--- config.mk ---
export PLATFORM = sky130hd
export DESIGN_NAME = flp32_addsub_arbiter
export DESIGN_NICKNAME = d
export VERILOG_FILES = /design/src/rtl/flp32_ctrl_pkg.sv /design/src/rtl/flp32_add_sub.sv /design/src/rtl/rr_arbiter.sv /design/src/rtl/flp32_addsub_arbiter.sv
export SDC_FILE = /design/constraint.sdc
export NUM_CORES = 1
export LEC_CHECK = 0
export ABC_AREA = 1
export BUFFER_PORTS_ARGS = -buffer_cell sky130_fd_sc_hd__clkbuf_2
export CELL_PAD_IN_SITES_DETAIL_PLACEMENT = 1
export CELL_PAD_IN_SITES_GLOBAL_PLACEMENT = 1
export CORE_MARGIN = 2
export CORE_UTILIZATION = 30
export DETAILED_ROUTE_END_ITERATION = 10
export GPL_ROUTABILITY_DRIVEN = 0
export PLACE_DENSITY = 0.64
export SLEW_MARGIN = 10
export SYNTH_ARGS = -nofsm -noshare
export SYNTH_HDL_FRONTEND = slang
export SYNTH_SLANG_ARGS = --single-unit
--- constraint.sdc ---
create_clock -name clk -period 31.8 [get_ports clk]
set_input_delay 3.18 -clock clk [delete_from_list [all_inputs] [get_ports clk]]
set_output_delay 3.18 -clock clk [all_outputs]
set_load 0.02 [all_outputs]
--- src/rtl/flp32_ctrl_pkg.sv ---
// Shared constants and the s1 pipeline entry type for the shared FP32 add/sub datapath.
package flp32_ctrl_pkg;

  localparam int FLP_W    = 32;
  localparam int MAX_ID_W = 8;

  localparam logic OP_ADD = 1'b0;
  localparam logic OP_SUB = 1'b1;

  // id is sized for the largest supported requester count; the top truncates to ID_W
  typedef struct packed {
    logic [FLP_W-1:0]    a;
    logic [FLP_W-1:0]    b;
    logic                op;
    logic [MAX_ID_W-1:0] id;
  } s1_entry_t;

endpackage

--- src/rtl/flp32_add_sub.sv ---
// Combinational IEEE-754 single-precision adder/subtractor, round-to-nearest-even.
module flp32_add_sub
  import flp32_ctrl_pkg::*;
(
  input  logic [FLP_W-1:0] a,
  input  logic [FLP_W-1:0] b,
  output logic [FLP_W-1:0] result_add,
  output logic [FLP_W-1:0] result_sub
);

  function automatic logic [4:0] lzc27(input logic [26:0] v);
    logic [4:0] n;
    n = 5'd27;
    for (int unsigned i = 0; i < 27; i++) begin
      if (v[i]) n = 5'(26 - i);
    end
    return n;
  endfunction

  function automatic logic [31:0] fp_add(input logic [31:0] x, input logic [31:0] y,
                                         input logic sub);
    logic [31:0] yy, big, sml, res;
    logic        s_big, s_sml, eff_sub, up;
    logic        x_nan, y_nan, x_inf, y_inf;
    logic [8:0]  e_big, e_sml, d, e, e_out;
    logic [26:0] m_big, m_sml, m_sh, diff, m_n, mask;
    logic [27:0] sum;
    logic [4:0]  lz, sh;
    logic [24:0] rnd;
    logic [22:0] frac;

    res  = '0;  big  = '0;  sml   = '0;  e    = '0;  e_out = '0;
    m_sh = '0;  diff = '0;  m_n   = '0;  mask = '0;  sum   = '0;
    lz   = '0;  sh   = '0;  rnd   = '0;  frac = '0;  up    = 1'b0;

    yy    = {y[31] ^ sub, y[30:0]};
    x_nan = (&x[30:23]) && (|x[22:0]);
    y_nan = (&y[30:23]) && (|y[22:0]);
    x_inf = (&x[30:23]) && !(|x[22:0]);
    y_inf = (&y[30:23]) && !(|y[22:0]);

    if (x_nan || y_nan || (x_inf && y_inf && (x[31] != yy[31]))) begin
      res = 32'h7FC0_0000;
    end else if (x_inf) begin
      res = x;
    end else if (y_inf) begin
      res = yy;
    end else begin
      // Low 31 bits of IEEE floats order by magnitude, so one compare picks the larger operand
      if (x[30:0] >= yy[30:0]) begin
        big = x;  sml = yy;
      end else begin
        big = yy; sml = x;
      end
      s_big   = big[31];
      s_sml   = sml[31];
      eff_sub = s_big ^ s_sml;
      e_big   = (big[30:23] == 8'd0) ? 9'd1 : {1'b0, big[30:23]};
      e_sml   = (sml[30:23] == 8'd0) ? 9'd1 : {1'b0, sml[30:23]};
      m_big   = {|big[30:23], big[22:0], 3'b000};
      m_sml   = {|sml[30:23], sml[22:0], 3'b000};
      d       = e_big - e_sml;

      if (d >= 9'd27) begin
        m_sh[0] = |m_sml;
      end else begin
        mask    = ~({27{1'b1}} << d);
        m_sh    = m_sml >> d;
        m_sh[0] = m_sh[0] | (|(m_sml & mask));
      end

      if (!eff_sub) begin
        sum = {1'b0, m_big} + {1'b0, m_sh};
        if (sum[27]) begin
          m_n = {sum[27:2], sum[1] | sum[0]};
          e   = e_big + 9'd1;
        end else begin
          m_n = sum[26:0];
          e   = e_big;
        end
      end else begin
        diff = m_big - m_sh;
        lz   = lzc27(diff);
        // Normalisation stops at exponent 1 so tiny results land as denormals
        sh   = ({4'b0, lz} < e_big) ? lz : (e_big[4:0] - 5'd1);
        m_n  = diff << sh;
        e    = e_big - {4'b0, sh};
      end

      if (eff_sub && (diff == 27'd0)) begin
        res = {s_big & s_sml, 31'd0};
      end else begin
        up  = m_n[2] & (m_n[1] | m_n[0] | m_n[3]);
        rnd = {1'b0, m_n[26:3]} + {24'd0, up};
        if (rnd[24]) begin
          e_out = e + 9'd1;
          frac  = rnd[23:1];
        end else begin
          e_out = rnd[23] ? e : 9'd0;
          frac  = rnd[22:0];
        end
        if (e_out >= 9'd255) res = {s_big, 8'hFF, 23'd0};
        else                 res = {s_big, e_out[7:0], frac};
      end
    end
    return res;
  endfunction

  assign result_add = fp_add(a, b, 1'b0);
  assign result_sub = fp_add(a, b, 1'b1);

endmodule

--- src/rtl/rr_arbiter.sv ---
// Combinational round-robin arbiter: first requester found scanning from ptr upwards, modulo NUM_REQ.
module rr_arbiter #(
  parameter int NUM_REQ = 4,
  parameter int ID_W    = 2
) (
  input  logic [NUM_REQ-1:0] req,
  input  logic               en,
  input  logic [ID_W-1:0]    ptr,
  output logic [NUM_REQ-1:0] grant,
  output logic [ID_W-1:0]    grant_idx,
  output logic               grant_valid
);

  localparam int unsigned N = NUM_REQ;

  int unsigned idx;

  always_comb begin
    grant       = '0;
    grant_idx   = '0;
    grant_valid = 1'b0;
    idx         = 0;
    for (int unsigned k = 0; k < N; k++) begin
      idx = 32'(ptr) + k;
      if (idx >= N) idx = idx - N;
      if (en && !grant_valid && req[ID_W'(idx)]) begin
        grant[ID_W'(idx)] = 1'b1;
        grant_idx         = ID_W'(idx);
        grant_valid       = 1'b1;
      end
    end
  end

endmodule

--- src/rtl/flp32_addsub_arbiter.sv ---
// Round-robin shared FP32 add/sub: NUM_REQ valid/ready requesters, 2-stage pipeline, id-tagged response.
module flp32_addsub_arbiter
  import flp32_ctrl_pkg::*;
#(
  parameter int NUM_REQ = 4,
  parameter int ID_W    = (NUM_REQ > 1) ? $clog2(NUM_REQ) : 1
) (
  input  logic                     clk,
  input  logic                     rst_n,
  input  logic [NUM_REQ-1:0]       req_valid,
  output logic [NUM_REQ-1:0]       req_ready,
  input  logic [NUM_REQ-1:0]       req_op,
  input  logic [FLP_W*NUM_REQ-1:0] req_a,
  input  logic [FLP_W*NUM_REQ-1:0] req_b,
  output logic                     rsp_valid,
  input  logic                     rsp_ready,
  output logic [FLP_W-1:0]         rsp_data,
  output logic [ID_W-1:0]          rsp_id
);

  logic               s1_valid, s2_valid;
  logic               s1_adv, s2_adv;
  s1_entry_t          s1_q;
  logic [ID_W-1:0]    rr_ptr, rr_next;
  logic [NUM_REQ-1:0] grant;
  logic [ID_W-1:0]    g_idx;
  logic               accept;
  logic [FLP_W-1:0]   sel_a, sel_b;
  logic               sel_op;
  logic [FLP_W-1:0]   result_add, result_sub, s2_d;

  assign s2_adv = !s2_valid || rsp_ready;
  assign s1_adv = !s1_valid || s2_adv;

  // rst_n in the enable keeps req_ready low for the whole reset window
  rr_arbiter #(
    .NUM_REQ (NUM_REQ),
    .ID_W    (ID_W)
  ) u_arb (
    .req         (req_valid),
    .en          (s1_adv && rst_n),
    .ptr         (rr_ptr),
    .grant       (grant),
    .grant_idx   (g_idx),
    .grant_valid (accept)
  );

  assign req_ready = grant;
  assign rr_next   = (g_idx == ID_W'(NUM_REQ - 1)) ? '0 : g_idx + 1'b1;

  always_comb begin
    sel_a  = '0;
    sel_b  = '0;
    sel_op = OP_ADD;
    for (int unsigned i = 0; i < NUM_REQ; i++) begin
      if (grant[i]) begin
        sel_a  = req_a[i*FLP_W +: FLP_W];
        sel_b  = req_b[i*FLP_W +: FLP_W];
        sel_op = req_op[i];
      end
    end
  end

  always_ff @(posedge clk or negedge rst_n) begin
    if (!rst_n) begin
      s1_valid <= 1'b0;
      s1_q     <= '0;
      rr_ptr   <= '0;
    end else if (s1_adv) begin
      s1_valid <= accept;
      if (accept) begin
        s1_q   <= '{a: sel_a, b: sel_b, op: sel_op, id: MAX_ID_W'(g_idx)};
        rr_ptr <= rr_next;
      end
    end
  end

  flp32_add_sub u_fp (
    .a          (s1_q.a),
    .b          (s1_q.b),
    .result_add (result_add),
    .result_sub (result_sub)
  );

  assign s2_d = (s1_q.op == OP_SUB) ? result_sub : result_add;

  always_ff @(posedge clk or negedge rst_n) begin
    if (!rst_n) begin
      s2_valid <= 1'b0;
      rsp_data <= '0;
      rsp_id   <= '0;
    end else if (s2_adv) begin
      s2_valid <= s1_valid;
      if (s1_valid) begin
        rsp_data <= s2_d;
        rsp_id   <= ID_W'(s1_q.id);
      end
    end
  end

  assign rsp_valid = s2_valid;

endmodule
======== Yosys cells after proc, flatten, opt, wreduce, memory -nomap -nowiden ========
Index checks and enable logic that the tools add are counted.
operators by class
  muxes and demuxes ....................... 198
  multipliers ............................. 0
  $lt $le $gt $ge ......................... 19
  add/sub/neg operators ................... 24
  shift operators ......................... 6
  reduce and logical (&&, ||, !) cells .... 53
  bitwise operators ....................... 22
  equal/unequal tests ..................... 3
  divide/modulo/power cells ............... 0
operators with widths
  operator                                                             count
  32-bit 2-to-1 mux                                                    33
  27-bit 2-to-1 mux                                                    18
  5-bit 2-to-1 mux                                                     42
  26-bit 2-to-1 mux                                                    8
  9-bit 2-to-1 mux                                                     22
  4-bit 2-to-1 mux                                                     20
  31-bit 2-to-1 mux                                                    2
  31-bit OR reduction                                                  2
  27-bit by 27-bit adder with 28-bit output                            2
  27-bit AND                                                           2
  27-bit zero test                                                     2
  27-bit NOT                                                           2
  27-bit OR reduction                                                  2
  27-bit by 5-bit << shifter with 27-bit output                        2
  27-bit by 9-bit << shifter with 27-bit output, first input constant  2
  27-bit by 9-bit right shift with 27-bit output                       2
  27-bit subtractor                                                    2
  24-bit by 1-bit adder with 25-bit output                             2
  23-bit 2-to-1 mux                                                    2
  23-bit OR reduction                                                  2
  9-bit by 1-bit adder with 9-bit output, second input constant        4
  8-bit zero test                                                      4
  8-bit 2-to-1 mux                                                     4
  8-bit OR reduction                                                   4
  31 further kinds                                                     138
word-level totals
  memories ................................ 0
  output and inout port bits .............. 39
  bits of input ports ..................... 267
  register bits ........................... 105
  bits in writable memories ............... 0
  bits in latches ......................... 0
  ROM bits ................................ 0

======== Depth between registers and ports, before layout ========
Gate-level depths: netlist (run 1).
  depth in word-level cells ............... 75
  depth in mapped cells ................... 105
  mapped depth without buffers ............ 99

======== Cells and area by module ========
From an unflattened synthesis (run 1), not the netlist that was laid out.
second synthesis, totals
  cells, all modules ...................... 3744
  area total of the unflattened synthesis .. 20728.6 um^2
by module, submodules not included
  module                area an instance (um^2)  seq. area each (um^2)  cells each  times used
  flp32_add_sub         13495.4                  0.0                    2564        1
  flp32_addsub_arbiter  6686.4                   2627.5                 1089        1
  rr_arbiter            546.8                    0.0                    91          1

======== Least setup slack after synthesis (run 1) ========
No wires, ideal clock.
  kind .................................... register to register
  from .................................... register s1_q[39] (netlist name)
  to ...................................... register rsp_data[27]
  stages on the path, launching flop included .. 77
  arrival ................................. 11709 ps
  slack ................................... 19974 ps
  period minus slack after synthesis ...... 11826 ps
  data required time ...................... 31683 ps
  path through ............................ dfrtp_1 > inv_1 > ha_1 > nand2_1 > inv_1 > nand2_1 > nand2_1 > a21oi_1 > nand2_1 > nor2_4 > nand2_4 > buf_4 > buf_2 > clkbuf_1 > o21ai_0 > nor3_1 > a21oi_1 > ha_1 > (+41 left out) > ha_1 > inv_1 > o21bai_1 > a21o_1 > a21oi_1 > nand2_1 > o21ai_0 > xor2_1 > nor4_1 > nand3_1 > xor2_1 > a21oi_2 > nand2_4 > buf_6 > o21ai_1 > nand3_1 > o21ai_1 > inv_1
between the ends
  word-level cells in the longest chain between the ends .. 73
  elaborated cells between the ends (all ways) .. 221
  those cells by class .................... add/sub (16); order compare (7); shift (6); mux (151); bitwise (16); reduce/logical (25)
ends and longest elaborated chain
  item                                                          RTL line                                  text
  start: declaration                                            flp32_addsub_arbiter.sv:23                s1_entry_t s1_q;
  start signal: assignment                                      flp32_addsub_arbiter.sv:72                s1_q <= '{a: sel_a, b: sel_b, op: sel_op, id: MAX_ID_W'(g_idx)};
  31-bit greater-or-equal comparator                            flp32_add_sub.sv:50                       if (x[30:0] >= yy[30:0]) begin
  32-bit 2-to-1 mux                                             flp32_add_sub.sv:50
  32-bit 2-to-1 mux                                             flp32_add_sub.sv:46                       end else if (y_inf) begin
  32-bit 2-to-1 mux                                             flp32_add_sub.sv:44                       end else if (x_inf) begin
  32-bit 2-to-1 mux                                             flp32_add_sub.sv:42                       if (x_nan || y_nan || (x_inf && y_inf && (x[31] != yy[31]))) begin
  8-bit zero test, on equally long branches                     flp32_add_sub.sv:58, flp32_add_sub.sv:59
  8-bit 2-to-1 mux, on equally long branches                    flp32_add_sub.sv:58, flp32_add_sub.sv:59
  9-bit subtractor                                              flp32_add_sub.sv:62                       d = e_big - e_sml;
  (+57 left out)                                                -
  9-bit 2-to-1 mux                                              flp32_add_sub.sv:42
  9-bit by 8-bit greater-or-equal comparator with 1-bit output  flp32_add_sub.sv:102                      if (e_out >= 9'd255) res = {s_big, 8'hFF, 23'd0};
  31-bit 2-to-1 mux                                             flp32_add_sub.sv:102
  32-bit 2-to-1 mux                                             flp32_add_sub.sv:90                       if (eff_sub && (diff == 27'd0)) begin
  32-bit 2-to-1 mux                                             flp32_add_sub.sv:46
  32-bit 2-to-1 mux                                             flp32_add_sub.sv:44
  32-bit 2-to-1 mux                                             flp32_add_sub.sv:42
  32-bit 2-to-1 mux (*)                                         flp32_addsub_arbiter.sv:85                assign s2_d = (s1_q.op == OP_SUB) ? result_sub : result_add;
  end signal: assignment                                        flp32_addsub_arbiter.sv:90                rsp_data <= '0;
  end signal: assignment                                        flp32_addsub_arbiter.sv:95                rsp_data <= s2_d;
  end: declaration                                              flp32_addsub_arbiter.sv:17                output logic [FLP_W-1:0] rsp_data,
Mark *: on every way between the ends. The rest lies on a longest branch, timed or not. The select of a mux whose other input is x is not followed.
A chain may end at the register's enable or synchronous reset.

======== Final worst setup path (run 1) ========
  from .................................... register s1_q[39] (netlist name)
  to ...................................... register rsp_data[15]
The elaborated chain is that of the path after synthesis.

==> results of run 1 <==
final cells by class:
type	instances	area (sq um)
Multi-Input combinational cell	3148	16600
Fill cell	9931	47400
Timing Repair Buffer	337	1770
Tap cell	950	1190
Antenna cell	1	2.50
Inverter	390	1470
Clock inverter	6	96.3
Clock buffer	10	239
Sequential cell	105	2630
flip-flops by register name, summed over array words and instances, names as in the netlist:
| signal | flops |
|---|---|
| s1_q | 67 |
| rsp_data | 32 |
| rr_ptr | 2 |
| rsp_id | 2 |
| rsp_valid | 1 |
| s1_valid | 1 |
Yosys cell counts (66+ instances only):
cell type	n
dfrtp_1	105
o221ai_1	66
nor2_1	323
nand2_1	1091
inv_1	354
ha_1	124
clkbuf_1	91
a21oi_1	256
nand3_1	580
xor2_1	77
o21ai_0	207
nand4_1	68
worst reg2reg max path: cells and delay by family (launching register included):
family	cells	cell delay, ns
adders and majority gates	5	2.51
buffers and inverters	10	3.12
and+or+nand+nor	24	4.81
DFF	1	0.38
xor gates and xnor gates	3	0.88
AOI/OAI and AO/OA	19	5.54
logic make-up (layout without fill, tap and decap cells):
kind of cell	after synthesis	after routing	share of synthesized area
other cells	0	1	0
xor+xnor	103	103	0.0455
simple gates	2244	2244	0.459
buf+inv	583	743	0.114
fa+ha+maj	128	128	0.0755
mux	8	8	0.00370
flops	105	105	0.122
compound gates	665	665	0.181
metrics by stage:
step / cells / worst slack, ns / cell area (sq um) / hold WS [ns] / utilization
after floorplan: 3836 / 19.97 / 21600 / 0.478 / -
after CTS: 4946 / 14.64 / 24000 / 0.495 / 0.336
after detailed placement: 4930 / 14.68 / 23600 / 0.474 / 0.331
after global placement: 4930 / 15.07 / 23600 / 0.465 / 0.331
after global routing: 4947 / 12.74 / 24000 / 0.521 / 0.336
final: 4947 / 14.49 / 24000 / 0.491 / 0.336
layer usage:
layer  GRT usage  wire length, microns  up-vias
met1       0.372                 47700    13000
met2       0.461                 48100      772
li1            -                     -    13100
met5           0                     0        -
met4       0.121                  4720        0
met3      0.0263                  5190      135
how the worst max path moves through the flow:
stage | cells past startpoint | start | to | slack [ns]
global placement | 65 | s1_q[39] | rsp_data[18] | 15.07
global route | 67 | s1_q[39] | rsp_data[18] | 12.74
floorplan | 76 | s1_q[39] | rsp_data[27] | 19.97
detailed placement | 70 | s1_q[39] | rsp_data[23] | 14.68
CTS | 69 | s1_q[39] | rsp_data[15] | 14.64
finish | 61 | s1_q[39] | rsp_data[15] | 14.49
==> summary.txt, run 1 <==
Yosys
  – Post-Synthesis Cells: 3836
  – Cell Area, Synth: 21600 sq um
  – Ranking of synthesized cells by area: nand2_1 19%, nand3_1 13%, dfrtp_1 12%
  – Syn_area_per_cell: 5.64 sq um
  – Seq/Total Area, Yosys: 0.122
  – Ys async rst share: 1.00
  – Synth cell types: 69
  – Synth Register Bits: 105
  – Ys flop type: dfrtp_1
  – Mapped Nets: ~4200
  – Yosys top cell by area: nand2_1
  – Synth top area share: 0.189
  – Ys Warns: 0
  – Post-synth EDFFs: 0

Setup path
  – CP Capture Type: flop
  – RR Endpoint: rsp_data[15]
  – Worst path buffer plus inverter count: 10
  – Crit-path leading delay family: compound AO/OA/AOI/OAI gates
  – R2R depth: 61
  – Crit-path slowest cell: ha_1
  – Required time worst endpoint: 32.13 ns
  – CP max stage delay: 0.97 ns
  – Critical Path Fanout Max: 100
  – Crit Path Class: reg2reg
  – Reg-to-reg startpoint: s1_q[39]
  – Crit path top cell by count: nand2_1
  – Flop2flop setup slack: 14.49 ns
  – Element type at the critical path start: flop
  – CP arrival: 17.64 ns

Clock network
  – Htree depth: 3
  – CTS Hold Bufs: 0
  – Clk buf depth: 2
  – Clk root buf: clkbuf_16
  – Worst skew pair latency: 0.40 ns
  – Post-CTS Setup Inserts: 0
  – Clock sink total: 105
  – CTS tree: done
  – CTS Buf Count: 9
  – CTS clock-pin slew for the worst setup and hold paths: about 0.080 ns
  – Number of gates resized after cts: 0

Routing
  – Drt drc: 0
  – Via/cell ratio: 5.46
  – Routed WL: 106000 microns
  – Routed len/inst: 21.4 microns
  – Via count: 27000
  – Post-route ant nets: 0
  – Initial DRC count: approximately 2000
  – TritonRoute pass-1 iters: 6

Hold path
  – Worst hold stages: 2
  – Worst hold path endpoint: rsp_data[10]
  – Hold_sp: rsp_data[10]
  – Hold Path Class: reg2reg

Timing
  – Fin Clk Skew: roughly 0.013 ns
  – Final worst-path cycle share: 0.544
  – Final hold viol count: 0
  – Slew Limit Fails: 0
  – Tmin final: 17.31 ns
  – Unrepaired setup endpoints after global routing: false
  – Worst-margin pin slew: 1.18 ns
  – Fmax: 57.8 MHz
  – Max-slew headroom: 0.207
  – Setup_tns: 0 ns
  – Final setup fails: 0

Floorplanning
  – # IOs: 306
  – Core ar.: 71400 sq um
  – Initial Util: 0.303
  – Die area: 74200 sq um
  – Die Wd: between 200 and 300 microns
  – Chip height: 272 microns
  – Row cnt: 98

Global route
  – Largest net degree at the start of global routing: 101
  – GR Overflow Total: 0
  – Initial antenna violation count: 1
  – First-pass GRT wire length: 163000 microns
  – Global Route Usage Sum: 0.280
  – Vias in the first global route: 27500

Job
  – Max Cap Violations: 0

Finish
  – Most frequent cells in the layout: 1091 x nand2_1, 580 x nand3_1, 354 x inv_1, 322 x nor2_1, 304 x clkbuf_2
  – Commonest non-fill, non-tap cell in the layout: nand2_1
  – Final net count: 4386
  – Share of cells above drive strength 1: 0.126
  – P&R area growth vs syn: 10.9%

Placement
  – DP Wirelength: 88000 microns
  – I/O Buffers: 305

Run status
  – Status: completed
Power of run 1 is left out: the tool's default activity adds up to more than one toggle a clock period on the data nets, which glitch-free logic cannot reach.
==> inputs of run 2 (changes only) <==
--- a/config.mk
+++ b/config.mk
@@ -5,7 +5,7 @@
 export SDC_FILE = /design/constraint.sdc
 export NUM_CORES = 1
 export LEC_CHECK = 0
-export ABC_AREA = 1
+export ABC_AREA = 0
 export BUFFER_PORTS_ARGS = -buffer_cell sky130_fd_sc_hd__clkbuf_2
 export CELL_PAD_IN_SITES_DETAIL_PLACEMENT = 1
 export CELL_PAD_IN_SITES_GLOBAL_PLACEMENT = 1
@@ -13,7 +13,7 @@
 export CORE_UTILIZATION = 30
 export DETAILED_ROUTE_END_ITERATION = 10
 export GPL_ROUTABILITY_DRIVEN = 0
-export PLACE_DENSITY = 0.64
+export PLACE_DENSITY = 0.61
 export SLEW_MARGIN = 10
 export SYNTH_ARGS = -nofsm -noshare
 export SYNTH_HDL_FRONTEND = slang
==> constraint.sdc (replaced) <==
create_clock -name clk -period 16.3 [get_ports clk]
set_input_delay 1.63 -clock clk [delete_from_list [all_inputs] [get_ports clk]]
set_output_delay 1.63 -clock clk [all_outputs]
set_load 0.02 [all_outputs]
==> run 2 against run 1 <==
Against the previous run:
- via count increased by 7.6%
- clock skew increased by 0.0044 ns
- area after synthesis increased by 7.4%
==> summary.txt, run 2 <==
Yosys
  – Ys async rst share: 1.00 (unchanged)
  – Ys flop type: dfrtp_1
  – Ranking of synthesized cells by area: dfrtp_1 11%, mux2i_1 7.4%, ha_1 6.7%
  – Yosys top cell by area: dfrtp_1
  – Synth Register Bits: 105 (unchanged)
  – Mapped Nets: 3647 (-14%)
  – Syn_area_per_cell: 7.14 sq um (+27%)
  – Synth top area share: 0.113 (-0.0763)
  – Synth cell types: 123 (+78%)
  – Post-synth EDFFs: 0 (unchanged)
  – Post-Synthesis Cells: 3252 (-15%)
  – Post-synth top cells: 327 x nor2_1, 294 x nand2_1, 251 x a21oi_1, 209 x o21ai_0, 172 x mux2i_1
  – Cell Area, Synth: 23200 sq um (+7.4%)
  – Most frequent cell after synthesis: nor2_1
  – Seq/Total Area, Yosys: 0.113 (-0.00842)
  – Ys Warns: 0 (unchanged)

Setup path
  – Worst path buffer plus inverter count: 14 (+4)
  – CP arrival: 15.93 ns (-1.71 ns)
  – Required time worst endpoint: 16.65 ns (-15.48 ns)
  – Crit path top cell by count: buf_4
  – CP max stage delay: 0.76 ns (-0.21 ns)
  – Element type at the critical path start: flop
  – Crit Path Class: reg2reg
  – R2R depth: 69 (+13%)
  – RR Endpoint: rsp_data[20]
  – Reg-to-reg startpoint: s1_q[38]
  – CP Capture Type: flop
  – Flop2flop setup slack: 0.72 ns (-13.76 ns)
  – Crit-path slowest cell: or4b_2
  – Critical Path Fanout Max: 21 (-79%)
  – Crit-path leading delay family: compound AO/OA/AOI/OAI gates

Floorplanning
  – # IOs: 306 (unchanged)
  – Die Wd: 282 microns (+3.6%)
  – Row cnt: 102 (+4.1%)
  – Chip height: 282 microns (+3.6%)
  – Initial Util: 0.301 (-0.00161)
  – Die area: 79700 sq um (+7.3%)
  – Core ar.: 77100 sq um (+8.0%)

Placement
  – DP Cell Count: 4635 (-6.0%)
  – DP Wirelength: 104000 microns (+19%)
  – I/O Buffers: 305 (unchanged)
  – Pre-CTS setup slack: -0.413 ns (-15.09 ns)

Job
  – Max Cap Violations: 0 (unchanged)

Clock network
  – CTS clock-pin slew for the worst setup and hold paths: 0.10 ns (+0.02 ns)
  – CTS Hold Bufs: 0 (unchanged)
  – Clock sink total: 105 (unchanged)
  – Clk root buf: clkbuf_16
  – CTS tree: done
  – Worst skew pair latency: 0.41 ns (about the same)
  – Clk buf depth: 2 (unchanged)
  – Htree depth: 3 (unchanged)
  – CTS Buf Count: 9 (unchanged)

Finish
  – Share of cells above drive strength 1: 0.222 (+0.0954)
  – Commonest non-fill, non-tap cell in the layout: nor2_1
  – P&R area growth vs syn: 19.6%
  – Largest Register: s1_q
  – Most frequent cells in the layout: 325 x nor2_1, 304 x clkbuf_2, 291 x nand2_1, 269 x buf_4, 247 x a21oi_1
  – Max reg flops: 67 (unchanged)
  – Final net count: 4015 (-8.5%)
  – Layout Cells excl Fill: 4666 (-5.7%)
  – Biggest registers after layout: s1_q x67, rsp_data x32

Global route
  – Global Route Usage Sum: 0.307 (+0.0269)
  – Initial antenna violation count: 3 (+2)
  – Largest net degree at the start of global routing: 98 (-3.0%)
  – GR Overflow Total: 0 (unchanged)
  – First-pass GRT wire length: 186000 microns (+14%)
  – Vias in the first global route: 28600 (+3.9%)

Routing
  – Drt drc: 0 (unchanged)
  – Via count: 29100 (+7.6%)
  – Via/cell ratio: 6.23 (+14%)
  – TritonRoute pass-1 iters: 5 (-1)
  – Post-route ant nets: 0 (unchanged)
  – Routed len/inst: 26.8 microns (+26%)
  – Routed WL: 125000 microns (+18%)
  – Initial DRC count: 3032 (+51%)

Hold path
  – Hold_sp: rsp_id[1]
  – Hold Path Class: reg2reg
  – Worst hold path endpoint: rsp_id[1]
  – Worst hold stages: 2 (unchanged)

Timing
  – Slew Limit Fails: 0 (unchanged)
  – Setup_tns: 0 ns (unchanged)
  – Final setup fails: 0 (unchanged)
  – Max-slew headroom: 0.252 (+0.0448)
  – Final worst-path cycle share: 0.956 (+0.411)
  – Worst setup margin: 0.724 ns (-13.76 ns)
  – Final hold viol count: 0 (unchanged)
  – Tmin final: 15.58 ns (-1.74 ns)
  – Fin Clk Skew: 0.0173 ns (+0.00444 ns)
  – Worst-margin pin slew: 1.12 ns (-0.0548 ns)
  – Fmax: 64.2 MHz (+11%)

Run status
  – Status: completed
## run 2: stage by stage
| step | cell area (sq um) | hold slack [ns] | util |
|---|---|---|---|
| after floorplan | 23200 | 0.439 | - |
| after global placement | 27200 | 0.455 | 0.352 |
| after detailed placement | 27200 | 0.465 | 0.352 |
| after CTS | 27500 | 0.489 | 0.357 |
| after global routing | 27800 | 0.509 | 0.361 |
| final | 27800 | 0.485 | 0.361 |
## run 2: layout make-up
| cell class | count | area [sq um] |
|---|---|---|
| flip-flops and latches | 105 | 2630 |
| multi-input cells | 2784 | 19400 |
| repair buffers | 575 | 3580 |
| well taps | 1040 | 1300 |
| clock inverters | 7 | 88.8 |
| fillers | 9774 | 49300 |
| diodes | 1 | 2.50 |
| inverters | 145 | 549 |
| clock buffers | 9 | 225 |
## run 2: how the worst max path moves through the flow
| stage | cells past startpoint | end | from |
|---|---|---|---|
| CTS | 64 | rsp_data[15] | s1_q[38] |
| global placement | 67 | rsp_data[11] | s1_q[38] |
| floorplan | 72 | rsp_data[18] | s1_q[21] |
| finish | 69 | rsp_data[20] | s1_q[38] |
| global route | 71 | rsp_data[15] | s1_q[38] |
| detailed placement | 68 | rsp_data[15] | s1_q[38] |
## run 2: routing by layer
metal / track usage / wire length [microns] / part of all wire / vias up
met2: 0.499 / 56100 / 0.45 / 1460
met3: 0.0518 / 10400 / 0.083 / 271
met4: 0.114 / 5530 / 0.044 / 4
met1: 0.406 / 53100 / 0.42 / 14200
li1: - / - / - / 13100
met5: 0 / 27 / 0.00022 / -
## run 2: logic make-up (layout without fill, tap and decap cells)
kind of cell | after synthesis | count (layout) | share of synthesized area
AND/OR/NAND/NOR | 1111 | 1111 | 0.233
buffers and inverters | 363 | 736 | 0.0638
adder cells (fa/ha/maj) | 128 | 128 | 0.0702
XOR/XNOR | 132 | 132 | 0.0498
other | 0 | 1 | 0
AO/OA/AOI/OAI | 1177 | 1177 | 0.359
flip-flops | 105 | 105 | 0.113
multiplexers | 236 | 236 | 0.111
## run 2: tightest hold or removal path, cell delays in order (launching register included)
cell and delay, ns:
dfrtp_1 0.35, nand2_1 0.05, nand2_1 0.06
## run 2: what timing repair did
| item | in CTS | in global routing |
|---|---|---|
| setup endpoints to repair | 23 | 31 |
| buffers inserted | 1 | 13 |
| cloned | 0 | 0 |
| pin swaps | 1 | 11 |
| gates resized for setup | 3 | 44 |
Power of run 2 is left out for the same reason.
==> inputs of run 3 (changes only) <==
--- a/config.mk
+++ b/config.mk
@@ -5,15 +5,16 @@
 export SDC_FILE = /design/constraint.sdc
 export NUM_CORES = 1
 export LEC_CHECK = 0
-export ABC_AREA = 0
+export ABC_AREA = 1
 export BUFFER_PORTS_ARGS = -buffer_cell sky130_fd_sc_hd__clkbuf_2
 export CELL_PAD_IN_SITES_DETAIL_PLACEMENT = 1
 export CELL_PAD_IN_SITES_GLOBAL_PLACEMENT = 1
 export CORE_MARGIN = 2
 export CORE_UTILIZATION = 30
+export CTS_BUF_LIST = sky130_fd_sc_hd__clkbuf_8
 export DETAILED_ROUTE_END_ITERATION = 10
 export GPL_ROUTABILITY_DRIVEN = 0
-export PLACE_DENSITY = 0.61
+export PLACE_DENSITY = 0.64
 export SLEW_MARGIN = 10
 export SYNTH_ARGS = -nofsm -noshare
 export SYNTH_HDL_FRONTEND = slang
==> run 3 against run 2 <==
Against the previous run:
- sequential share of layout area increased by 1.4 points
- non-clock buffer count shrank 217
- hold slack better by 0.018 ns
- register-to-register slack better by 0.38 ns
- routed wire length shrank 15%
- setup slack improved by 0.38 ns
- cell area decreased by 13%
- die area down 6.8%
==> summary.txt, run 3 (synthesis gave the netlist of run 1 again) <==
Routing
  – Drt drc: 0 (unchanged)
  – TritonRoute pass-1 iters: 5 (unchanged)
  – Via count: 27300 (-6.0%)
  – Initial DRC count: 2214 (-27%)
  – Via/cell ratio: 5.49 (-12%)
  – Routed WL: 107000 microns (-15%)
  – Routed len/inst: 21.5 microns (-20%)
  – Post-route ant nets: 0 (unchanged)

Clock network
  – Clk buf depth: 2 (unchanged)
  – CTS tree: done
  – CTS clock-pin slew for the worst setup and hold paths: 0.12 ns (+0.02 ns)
  – Clock sink total: 105 (unchanged)
  – CTS Buf Count: 9 (unchanged)
  – Worst skew pair latency: 0.47 ns (+0.06 ns)
  – Clk root buf: clkbuf_8
  – Htree depth: 3 (unchanged)
  – CTS Hold Bufs: 0 (unchanged)

Finish
  – Area taken by multi-input logic gates: 16700 sq um (-14%)
  – Fillcell total: 9907 (+1.4%)
  – Share of cells above drive strength 1: 0.133 (-0.0882)
  – Commonest non-fill, non-tap cell in the layout: nand2_1
  – Max reg flops: 67 (unchanged)
  – Final net count: 4411 (+9.9%)
  – Biggest registers after layout: s1_q x67, rsp_data x32
  – Largest Register: s1_q
  – Most frequent cells in the layout: 1089 x nand2_1, 577 x nand3_1, 354 x inv_1, 322 x nor2_1, 304 x clkbuf_2
  – Reg area: 2630 sq um (-0.14%)
  – P&R area growth vs syn: 11.7%

Setup path
  – Reg-to-reg startpoint: s1_q[33]
  – Critical Path Start: s1_q[33]
  – Crit Path Class: reg2reg
  – Critical Path Fanout Max: 83 (+300%)
  – CP Capture Type: flop
  – Crit path top cell by count: nand2_1
  – Crit-path slowest cell: buf_4
  – CP arrival: 15.56 ns (-0.37 ns)
  – Element type at the critical path start: flop
  – End of the critical path: rsp_data[11]
  – R2R depth: 80 (+16%)
  – RR Endpoint: rsp_data[11]
  – Required time worst endpoint: 16.66 ns (about the same)
  – Flop2flop setup slack: 1.10 ns (+0.38 ns)
  – CP max stage delay: 0.59 ns (-0.17 ns)

Global route
  – Largest net degree at the start of global routing: 90 (-8.2%)
  – Vias in the first global route: 27200 (-4.7%)
  – GR Overflow Total: 0 (unchanged)
  – Global Route Usage Sum: 0.279 (-0.0280)
  – Initial antenna violation count: 1 (-2)
  – First-pass GRT wire length: 162000 microns (-13%)

Timing
  – Final hold viol count: 0 (unchanged)
  – Worst-margin pin slew: 1.14 ns (+0.0186 ns)
  – Final setup fails: 0 (unchanged)
  – Worst hold margin: 0.503 ns (+0.0183 ns)
  – Final worst-path cycle share: 0.932 (-0.0232)
  – Fin Clk Skew: 0.0226 ns (+0.00531 ns)
  – Unrepaired setup endpoints after global routing: false
  – Max-slew headroom: 0.231 (-0.0205)
  – Fmax: 65.8 MHz (+2.5%)
  – Tmin final: 15.20 ns (-0.378 ns)
  – Slew Limit Fails: 0 (unchanged)

Floorplanning
  – Core ar.: 71400 sq um (-7.4%)
  – Die area: 74200 sq um (-6.8%)
  – Row cnt: 98 (-3.9%)
  – Die Wd: 272 microns (-3.5%)
  – Initial Util: 0.303 (+0.00161)
  – # IOs: 306 (unchanged)
  – Chip height: 272 microns (-3.5%)

Run status
  – Status: completed

Hold path
  – Hold Path Class: reg2reg

Placement
  – I/O Buffers: 305 (unchanged)
  – DP Wirelength: 88200 microns (-15%)

Job
  – Max Cap Violations: 0 (unchanged)
## run 3: changes by cell type in the layout (fill, tap and decap cells not counted), sizes merged, moves of 38 or more
cell and delta:
nand3 +507, xnor2 -76, o221ai +39, inv +238
xor2 +47, nand2 +832, a22oi -139, a211oi -53
mux2 -52, mux2i -164, o211ai -38, buf -217
nor3 -41
## run 3: layer usage
layer,part of all wire,track usage,vias up
met5,0,0,-
met4,0.036,0.101,0
met3,0.054,0.0295,125
met2,0.46,0.465,817
met1,0.45,0.371,13200
li1,-,-,13200
## run 3: per-stage QoR
| step | cells | utilization | area, sq um | setup WS, ns | setup TNS, ns |
|---|---|---|---|---|---|
| floorplan | 3836 | - | 21600 | 4.47 | 0 |
| global placement | 4948 | 0.333 | 23800 | 0.231 | 0 |
| detailed placement | 4948 | 0.333 | 23800 | -0.216 | -3.42 |
| CTS | 4965 | 0.337 | 24000 | 0.132 | 0 |
| global route | 4972 | 0.339 | 24200 | 0.00213 | 0 |
| finish | 4972 | 0.339 | 24200 | 1.10 | 0 |
## run 3: how the worst min path moves through the flow
stage / from / to / slack, ns / depth (start not counted)
finish: rsp_id[0] / rsp_id[0] / 0.50 / 2
detailed placement: rsp_data[7] / rsp_data[7] / 0.47 / 2
global route: rsp_data[10] / rsp_data[10] / 0.52 / 2
global placement: rsp_data[10] / rsp_data[10] / 0.47 / 2
CTS: rsp_data[7] / rsp_data[7] / 0.51 / 2
floorplan: s1_q[0] / s1_q[0] / 0.48 / 2
## run 3: area by class of cell
type                            count  share of cell area
Clock buffer                        9             0.00513
Antenna cell                        1            0.000104
Clock inverter                      7             0.00394
Multi-Input combinational cell   3152               0.692
Timing Repair Buffer              358              0.0798
Sequential cell                   105               0.109
Tap cell                          950              0.0492
Inverter                          390              0.0608
## run 3: timing repair
item	CTS	global route
gates cloned	1	3
pin swaps	1	3
endpoints found under the setup margin	29	31
setup buffers	0	3
resized for setup	1	18
## run 3: worst max-delay path, delay by kind of cell (launching register included)
kind | cells | cell delay (ns)
XOR/XNOR | 2 | 0.62
AND/OR/NAND/NOR | 45 | 6.42
AO/OA/AOI/OAI | 15 | 3.83
flip-flops | 1 | 0.41
adder cells (fa/ha/maj) | 6 | 1.57
buffers and inverters | 12 | 2.12
Power of run 3 is left out for the same reason.
